$ cat src/rtl/elevator_car_ctrl.sv
// Single-car elevator sequencer: latches floor requests into a pending bitmap,
// serves them SCAN-style, one floor per TRAVEL_CYCLES, door dwell DOOR_CYCLES.
module elevator_car_ctrl #(
  parameter int NUM_FLOORS    = 16,
  parameter int FLOOR_W       = 16,
  parameter int TRAVEL_CYCLES = 8,
  parameter int DOOR_CYCLES   = 16
) (
  input  logic               clk,
  input  logic               rst,
  input  logic               req_valid,
  input  logic [FLOOR_W-1:0] req_floor,
  output logic               req_ready,
  output logic               req_err,
  input  logic               door_hold,
  output logic [FLOOR_W-1:0] current_floor,
  output logic               up,
  output logic               down,
  output logic               door_open,
  output logic               busy,
  output logic [15:0]        floor_transition_counter
);

  localparam int TRAVEL_W = (TRAVEL_CYCLES > 1) ? $clog2(TRAVEL_CYCLES) : 1;
  localparam int DOOR_W   = (DOOR_CYCLES > 1) ? $clog2(DOOR_CYCLES) : 1;
  localparam logic [TRAVEL_W-1:0] TRAVEL_LAST = TRAVEL_W'(TRAVEL_CYCLES - 1);
  localparam logic [DOOR_W-1:0]   DOOR_LAST   = DOOR_W'(DOOR_CYCLES - 1);

  typedef enum logic [1:0] {
    S_IDLE = 2'd0,
    S_MOVE = 2'd1,
    S_DOOR = 2'd2
  } state_t;

  state_t                  state_reg, state_next;
  logic                    dir_up_reg, dir_up_next;
  logic [NUM_FLOORS-1:0]   pending_reg, pending_next;
  logic [TRAVEL_W-1:0]     travel_cnt_reg, travel_cnt_next;
  logic [DOOR_W-1:0]       dwell_cnt_reg, dwell_cnt_next;
  logic [FLOOR_W-1:0]      floor_reg, floor_next;
  logic [15:0]             trans_cnt_reg, trans_cnt_next;
  logic                    req_ready_reg;
  logic                    req_err_reg, req_err_next;
  logic                    up_reg, up_next;
  logic                    down_reg, down_next;
  logic                    door_reg, door_next;
  logic                    busy_reg, busy_next;

  logic                    accept;
  logic                    in_range;
  logic                    req_ok;
  logic                    req_here;
  logic [FLOOR_W-1:0]      move_floor;
  logic [NUM_FLOORS-1:0]   req_set;
  logic [NUM_FLOORS-1:0]   req_set_far;
  logic [NUM_FLOORS-1:0]   here_onehot;
  logic [NUM_FLOORS-1:0]   arrive_onehot;
  logic [NUM_FLOORS-1:0]   pend_above;
  logic [NUM_FLOORS-1:0]   pend_below;

  assign accept     = req_valid && req_ready_reg;
  assign in_range   = (req_floor < FLOOR_W'(NUM_FLOORS));
  assign req_ok     = accept && in_range;
  assign req_here   = req_ok && (req_floor == floor_reg);
  assign move_floor = dir_up_reg ? (floor_reg + FLOOR_W'(1)) : (floor_reg - FLOOR_W'(1));

  // Per-floor decode: request mask, position masks and "ahead" masks for SCAN.
  generate
    for (genvar gi = 0; gi < NUM_FLOORS; gi++) begin : g_floor
      assign req_set[gi]       = req_ok && (req_floor == FLOOR_W'(gi));
      assign here_onehot[gi]   = (floor_reg == FLOOR_W'(gi));
      assign arrive_onehot[gi] = (move_floor == FLOOR_W'(gi));
      assign pend_above[gi]    = pending_reg[gi] && (FLOOR_W'(gi) > floor_reg);
      assign pend_below[gi]    = pending_reg[gi] && (FLOOR_W'(gi) < floor_reg);
    end
  endgenerate

  // A same-floor request never becomes a pending bit while the car is parked here.
  assign req_set_far = req_set & ~here_onehot;

  always_ff @(posedge clk) begin
    if (rst) begin
      state_reg      <= S_IDLE;
      dir_up_reg     <= 1'b1;
      pending_reg    <= '0;
      travel_cnt_reg <= '0;
      dwell_cnt_reg  <= '0;
      floor_reg      <= '0;
      trans_cnt_reg  <= '0;
      req_ready_reg  <= 1'b0;
      req_err_reg    <= 1'b0;
      up_reg         <= 1'b0;
      down_reg       <= 1'b0;
      door_reg       <= 1'b0;
      busy_reg       <= 1'b0;
    end else begin
      state_reg      <= state_next;
      dir_up_reg     <= dir_up_next;
      pending_reg    <= pending_next;
      travel_cnt_reg <= travel_cnt_next;
      dwell_cnt_reg  <= dwell_cnt_next;
      floor_reg      <= floor_next;
      trans_cnt_reg  <= trans_cnt_next;
      req_ready_reg  <= 1'b1;
      req_err_reg    <= req_err_next;
      up_reg         <= up_next;
      down_reg       <= down_next;
      door_reg       <= door_next;
      busy_reg       <= busy_next;
    end
  end

  always_comb begin
    state_next      = state_reg;
    dir_up_next     = dir_up_reg;
    pending_next    = pending_reg;
    travel_cnt_next = travel_cnt_reg;
    dwell_cnt_next  = dwell_cnt_reg;
    floor_next      = floor_reg;
    trans_cnt_next  = trans_cnt_reg;
    case (state_reg)
      S_IDLE: begin
        if (|(pending_reg & here_onehot)) begin
          pending_next   = (pending_reg & ~here_onehot) | req_set_far;
          state_next     = S_DOOR;
          dwell_cnt_next = '0;
        end else if (|pending_reg) begin
          // Leaving edge: a request for this floor is kept for a later visit.
          pending_next    = pending_reg | req_set;
          state_next      = S_MOVE;
          travel_cnt_next = '0;
          if (dir_up_reg ? !(|pend_above) : !(|pend_below)) begin
            dir_up_next = !dir_up_reg;
          end
        end else if (req_here) begin
          state_next     = S_DOOR;
          dwell_cnt_next = '0;
        end else begin
          pending_next = pending_reg | req_set;
        end
      end
      S_MOVE: begin
        pending_next = pending_reg | req_set;
        if (travel_cnt_reg == TRAVEL_LAST) begin
          floor_next     = move_floor;
          trans_cnt_next = trans_cnt_reg + 16'd1;
          if (|(pending_next & arrive_onehot)) begin
            pending_next   = pending_next & ~arrive_onehot;
            state_next     = S_DOOR;
            dwell_cnt_next = '0;
          end else begin
            travel_cnt_next = '0;
          end
        end else begin
          travel_cnt_next = travel_cnt_reg + TRAVEL_W'(1);
        end
      end
      S_DOOR: begin
        pending_next = pending_reg | req_set_far;
        if (door_hold || req_here) begin
          dwell_cnt_next = '0;
        end else if (dwell_cnt_reg == DOOR_LAST) begin
          state_next = S_IDLE;
        end else begin
          dwell_cnt_next = dwell_cnt_reg + DOOR_W'(1);
        end
      end
      default: begin
        state_next = S_IDLE;
      end
    endcase
  end

  // Output decode from the next state so every output is a plain register.
  always_comb begin
    up_next      = 1'b0;
    down_next    = 1'b0;
    door_next    = 1'b0;
    if (state_next == S_MOVE) begin
      up_next   = dir_up_next;
      down_next = !dir_up_next;
    end
    if (state_next == S_DOOR) begin
      door_next = 1'b1;
    end
    busy_next    = (state_next != S_IDLE) || (|pending_next);
    req_err_next = accept && !in_range;
  end

  assign req_ready                = req_ready_reg;
  assign req_err                  = req_err_reg;
  assign current_floor            = floor_reg;
  assign up                       = up_reg;
  assign down                     = down_reg;
  assign door_open                = door_reg;
  assign busy                     = busy_reg;
  assign floor_transition_counter = trans_cnt_reg;

endmodule

$ cat config.mk
export PLATFORM = sky130hd
export DESIGN_NAME = elevator_car_ctrl
export DESIGN_NICKNAME = d
export VERILOG_FILES = /design/src/rtl/elevator_car_ctrl.sv
export SDC_FILE = /design/constraint.sdc
export NUM_CORES = 1
export LEC_CHECK = 0
export CORE_MARGIN = 10
export CORE_UTILIZATION = 55
export CTS_CLUSTER_DIAMETER = 30
export CTS_CLUSTER_SIZE = 28
export DETAILED_ROUTE_END_ITERATION = 12
export PLACE_DENSITY = 0.89
export SLEW_MARGIN = 20
export SYNTH_ARGS = -nofsm -noshare
export SYNTH_HDL_FRONTEND = slang
export SYNTH_SLANG_ARGS = --single-unit
$ cat constraint.sdc
create_clock -name clk -period 5.8 [get_ports clk]
set_input_delay 1.74 -clock clk [delete_from_list [all_inputs] [get_ports clk]]
set_output_delay 1.74 -clock clk [all_outputs]
set_load 0.005 [all_outputs]
==> impl_results.md, run 1 <==
* Status: completed
* Vias at 6566
* Area of all sequential standard cells at 1280 µm²
* Critical path data arrival time at 5.61 ns
* IO Port Bufs at 57
* CTS tree: yes
* CTS sink cnt at 64
* Post-synth top area share at 23.3%
* DR DRC count at 0
* Root buf cell: clkbuf_8
* Avg Cell Area, Syn at 7.15 µm²
* Max incr delay on CP at 0.74 ns
* Critical path fanouts, max at 6
* All-Layer GR Usage at 29.9%
* Ys async rst share at 0%
* Largest family of logic cells by synthesized area: simple AND/OR/NAND/NOR gates
* Cells on worst reg2reg path at 12
* Initial Utilization at 56.2%
* Post-Synth Adder-Cell Area at 2.00%
* Filler cell count at 865
* Most common cell after layout, fill and taps aside: nor2_1
* Worst R2R End: busy
* CTS buffer count at 9
* Lkg Pwr at 2.20 nW
* Post-synthesis compound-gate area fraction at 24.7%
* Post-CTS setup buffer count at 0
* # rows at 36
* Reg2reg start: current_floor[1]
* Startpoint types: input pin
* Max_cap viols at 0
* Clock skew at 0.0291 ns
* Net Count, Synth at 797
* Routed vias/inst at 7.02
* Cell variety after synth at 80
* Post-route setup TNS at 0 ns
* GPL Wtd Cong at 1.07
* Post-CTS resize count at 0
* WL final at 22400 µm
* N_diodes at 0
* First-pass GRT wire length at 34700 µm
* Post-Synth XOR/XNOR Area at 8.12%
* Area share of and/or/nand/nor cells after synthesis at 34.5%
* Yosys reg bits at 64
* Hpwl dp at 16300 µm
* Share of cells above drive strength 1 at 7.23%
* CTS clk-pin slew, worst paths at 0.08 ns
* Period minus WS final at 5.39 ns
* DR iter-0 viols at 1259
* Fmax at 0.185 GHz
* Top-level I/O count at 58
* Fin crit share at 93.0%
* Global route total overflow at 0
* RSZ-0062 raised after global routing: no
* Synth area leaders: dfxtp_1 23%, nor2_1 7.6%, nand2_1 4.8%, xnor2_1 4.5%, a21oi_1 4.4%
* Hold Buf Count CTS at 0
* Dpl ws at 0.154 ns
* Hold path cells at 2
* Setup slack after layout at 0.405 ns
* Max Slew Vio Count at 0
* Ys flop type: dfxtp_1
* Final Hold Viols at 0
* Path type of the worst setup path: input pin to register
* Normalized max-slew margin at 33.2%
* Worst-skew pair later-pin latency at 0.38 ns
* Initial antenna violation count at 0
* Most frequent cells in the layout: 111 x nor2_1, 71 x nand2_1, 64 x dfxtp_1
* Initial DRT Pass Iterations at 7
* Reg2reg setup slack at 1.10 ns
* Worst path slowest cell: or4_1
* Final setup fails at 0
* Vias in the first global route at 6272
* EDFF count, synth at 0
* PD cells at 176 nW/µm²
* Total power at 1.11 mW
* Critical Path, Cell by Cell: clkdlybuf4s50_1, or4_1, nor3_1, a21oi_1, nor3_1, a41oi_1, and3_1, or4_4, a2111o_1, nor4_1, a41oi_1
* Mux contribution to synthesized area at 1.46%
* Peak supply drop at 0.186 mV
* Hold Startpoint: dwell_cnt_reg[3]
* Post-synthesis cell count at 769
* Largest net degree at the start of global routing at 57
* Maximum clock path buffer count at 2
* Chip Height at 120 µm
* Worst slew pin tran at 0.996 ns
* Cell taking the most area after synthesis: dfxtp_1
* Min-delay worst type: register to register
* WHS Endpoint: dwell_cnt_reg[3]
* Footprint of the multi-input gates at 3890 µm²
* Fin nets at 825
* Routed Antenna Nets at 0
* Critical Path RT at 6.01 ns
* Number of synthesis warnings at 0
* Synthesized cell area at 5500 µm²
* Layout area overhead at 15.2%
* Die area at 14400 µm²
* Worst setup EP type: register
* CTS H-tree lvls at 3
* Average wire per standard cell at 23.9 µm
* Die X at 120 µm
* Core area at 9770 µm²
* Seq/Total Area, Yosys at 23.3%
[routing by layer]
metal	vias up	GRT usage, %	wire length [µm]
li1	2906	-	-
met1	3019	37.9	8580
met2	528	44.6	9340
met3	113	9.24	3150
met4	0	15.8	1290
met5	-	0	0
[where the power goes]
group          switching [mW]  internal [mW]
clock                   0.202          0.210
combinational           0.154         0.0890
sequential             0.0116          0.446
[layout make-up]
class                   instances  share of cell area [%]
multi-input cells             629                    61.5
flip-flops and latches         64                    20.2
repair buffers                 82                    11.9
well taps                     133                    2.63
clock buffers                  11                    2.23
clock inverters                 5                   0.889
inverters                      11                   0.652
[metrics by stage]
step                      cells  cell area (µm²)  util, %  hold slack (ns)
after floorplan             769             5500        -            0.459
after global placement      919             6140     62.8            0.472
after detailed placement    919             6140     62.8            0.499
after CTS                   935             6330     64.8            0.508
after global routing        935             6330     64.8            0.531
final                       935             6330     64.8            0.510
[how the worst max path moves through the flow]
stage | endpoint | slack [ns] | cells after the start | start
after floorplan | busy | 1.05 | 11 | req_floor[15]
after global placement | busy | 0.26 | 11 | req_floor[6]
after detailed placement | busy | 0.15 | 11 | req_floor[14]
after CTS | busy | 0.50 | 11 | req_floor[14]
after global routing | busy | 0.28 | 11 | req_floor[14]
final | busy | 0.41 | 11 | req_floor[14]
[cell families after synthesis]
family	after synthesis
compound gates	200
mux	8
xor+xnor	51
simple gates	361
buf+inv	76
flops	64
fa+ha+maj	9
[critical path: cells and delay by family]
family	cells	cell delay, ns
AND/OR/NAND/NOR	6	2.55
AO/OA/AOI/OAI	4	0.84
buffers and inverters	1	0.48
[cells in the mapped netlist (9+ instances only)]
master      n
a21oi_1    48
nand3_1    30
o31ai_1     9
xor2_1     23
clkbuf_1   46
nor3_1     21
dfxtp_1    64
inv_1       9
or4_1       9
o21ai_0    35
nor4_1     22
nand4_1    20
buf_2      11
xnor2_1    28
nand2_1    71
o22ai_1     9
and2_1     10
and4_1     10
nor2_1    111
a31oi_1    15
and3_1     15
No activity file was read; power rests on OpenSTA's default activity.
==> inputs of run 2 (changes only) <==
Settings changed: ABC_CLOCK_PERIOD_IN_PS from default to 5800, CORE_ASPECT_RATIO from default to 1.75.
==> impl_results.md, run 2 (same netlist as run 1, synthesis figures left out) <==
* Clock skew at 0.00794 ns
* Hold Startpoint: travel_cnt_reg[1]
* Core area at 9850 µm²
* Max incr delay on CP at 0.75 ns
* Total power at 1.37 mW
* Vias in the first global route at 6369
* Post-CTS resize count at 0
* Reg2reg setup slack at 1.20 ns
* Status: completed
* Hold path cells at 2
* Die X at 95.6 µm
* Critical path data arrival time at 5.50 ns
* Root buf cell: clkbuf_16
* Reg2reg start: current_floor[1]
* Die area at 14600 µm²
* CTS buffer count at 9
* Worst setup EP type: register
* Most frequent cells in the layout: 111 x nor2_1, 71 x nand2_1, 64 x dfxtp_1
* Vias at 6614
* CTS tree: yes
* Path type of the worst setup path: input pin to register
* Max_cap viols at 0
* Top Layer Used: met4
* Dpl cells at 918
* Worst Path Buf+Inv at 2
* Most common cell after layout, fill and taps aside: nor2_1
* Min-delay worst type: register to register
* Period minus WS final at 5.32 ns
* Initial DRT Pass Iterations at 5
* WL final at 23900 µm
* Largest net degree at the start of global routing at 57
* Fin nets at 832
* CTS H-tree lvls at 3
* CTS clk-pin slew, worst paths at 0.06 ns
* First-pass GRT wire length at 36300 µm
* Share of cells above drive strength 1 at 8.16%
* Initial Utilization at 55.8%
* Initial antenna violation count at 1
* Sequential Power Share at 33.3%
* Critical Path RT at 5.99 ns
* Launch point of the worst path: req_floor[11]
* Switching share of power at 29.1%
* Top-level I/O count at 58
* DR iter-0 viols at 813
* Final setup fails at 0
* Chip Height at 152 µm
* Hold Buf Count CTS at 0
* Routed vias/inst at 7.08
* Fin crit share at 91.7%
* Critical Path, Cell by Cell: clkdlybuf4s50_1, or4_1, nor3_1, a21oi_1, nor3_1, a41oi_1, and3_1, buf_4, o41ai_1, o21ai_0, a2111oi_0, a41oi_1
* DR DRC count at 0
* Routed Antenna Nets at 0
* All-Layer GR Usage at 32.4%
* Setup slack after layout at 0.483 ns
* Final Hold Viols at 0
* Global route total overflow at 0
* PD cells at 210 nW/µm²
* Clk pwr share at 48.0%
* Gate power share at 18.7%
* Peak supply drop at 0.166 mV
* N_diodes at 0
* # rows at 48
* IO Port Bufs at 57
* P_sw at 399 µW
* Hpwl dp at 17200 µm
* Post-CTS setup buffer count at 0
* Met1 wire length at 8100 µm
* Cells on worst reg2reg path at 13
* Worst slew pin tran at 1.00 ns
* Layout area overhead at 18.8%
* Startpoint types: input pin
* CP delay by family, top: simple AND/OR/NAND/NOR gates
* Average wire per standard cell at 25.6 µm
* Worst-skew pair later-pin latency at 0.34 ns
* GPL Wtd Cong at 1.08
* Int Power at 975 µW
* Fmax at 0.188 GHz
* Max Slew Vio Count at 0
* Worst R2R End: busy
* Dpl ws at 0.222 ns
* CTS sink cnt at 64
* Met3 wire length at 2240 µm
* Critical path fanouts, max at 12
* Normalized max-slew margin at 32.1%
* WHS Endpoint: travel_cnt_reg[1]
* Maximum clock path buffer count at 2
* Worst path slowest cell: or4_1
* Lkg Pwr at 2.30 nW
* RSZ-0062 raised after global routing: no
* Post-route setup TNS at 0 ns
* Met2 wire length at 11700 µm
* Finished Layout Cells at 934
==> run 2: worst register-to-register path, cell delays in order, from the launching register on <==
cell and delay [ns]:
dfxtp_1 0.83, inv_1 0.23, ha_1 0.38, xor2_1 0.64, nand2b_1 0.24, a31oi_1 0.21, o32ai_1 0.13, a222oi_1 0.36
and3_1 0.22, buf_4 0.19, o31a_1 0.36, nand4b_1 0.15, a2111oi_0 0.33, a41oi_1 0.17
==> run 2: per-layer routing <==
metal  vias to the layer above  track usage [%]
met3                       151             6.76
met1                      3020             36.0
met5                         -                0
met2                       523             52.7
li1                       2920                -
met4                         0             22.3
==> run 2: metrics by stage <==
stage / area (µm²) / hold WS [ns] / util (%)
after global placement: 6180 / 0.471 / 62.7
after CTS: 6530 / 0.508 / 66.3
after global routing: 6530 / 0.533 / 66.3
after detailed placement: 6180 / 0.497 / 62.7
after floorplan: 5500 / 0.459 / -
final: 6530 / 0.512 / 66.3
==> run 2: layout make-up <==
type | instances | area (µm²)
fill | 888 | 3320
inverter | 11 | 41.3
timing repair buffer | 89 | 806
clock inverter | 6 | 115
sequential | 64 | 1280
tap | 125 | 156
multi-input combinational | 629 | 3890
clock buffer | 10 | 239
==> run 2: how the worst max path moves through the flow <==
stage                      end  slack [ns]  depth (start not counted)
after floorplan           busy        1.05                         11
after global placement    busy        0.32                         11
after detailed placement  busy        0.22                         12
after CTS                 busy        0.55                         12
after global routing      busy        0.24                         12
final                     busy        0.48                         12
==> run 2: power by group through the flow <==
stage / Clock [mW] / Sequential [mW] / Combinational (mW)
floorplan: 0 / 0.461 / 0.153
global placement: 0 / 0.467 / 0.243
detailed placement: 0 / 0.467 / 0.245
CTS: 0.657 / 0.457 / 0.246
global route: 0.676 / 0.458 / 0.269
finish: 0.660 / 0.458 / 0.257
==> inputs of run 3 (changes only) <==
Settings changed: CTS_CLUSTER_SIZE 28 to 25.
==> results of run 3 <==
The final DEF is identical to that of run 2; final timing and power are the same.
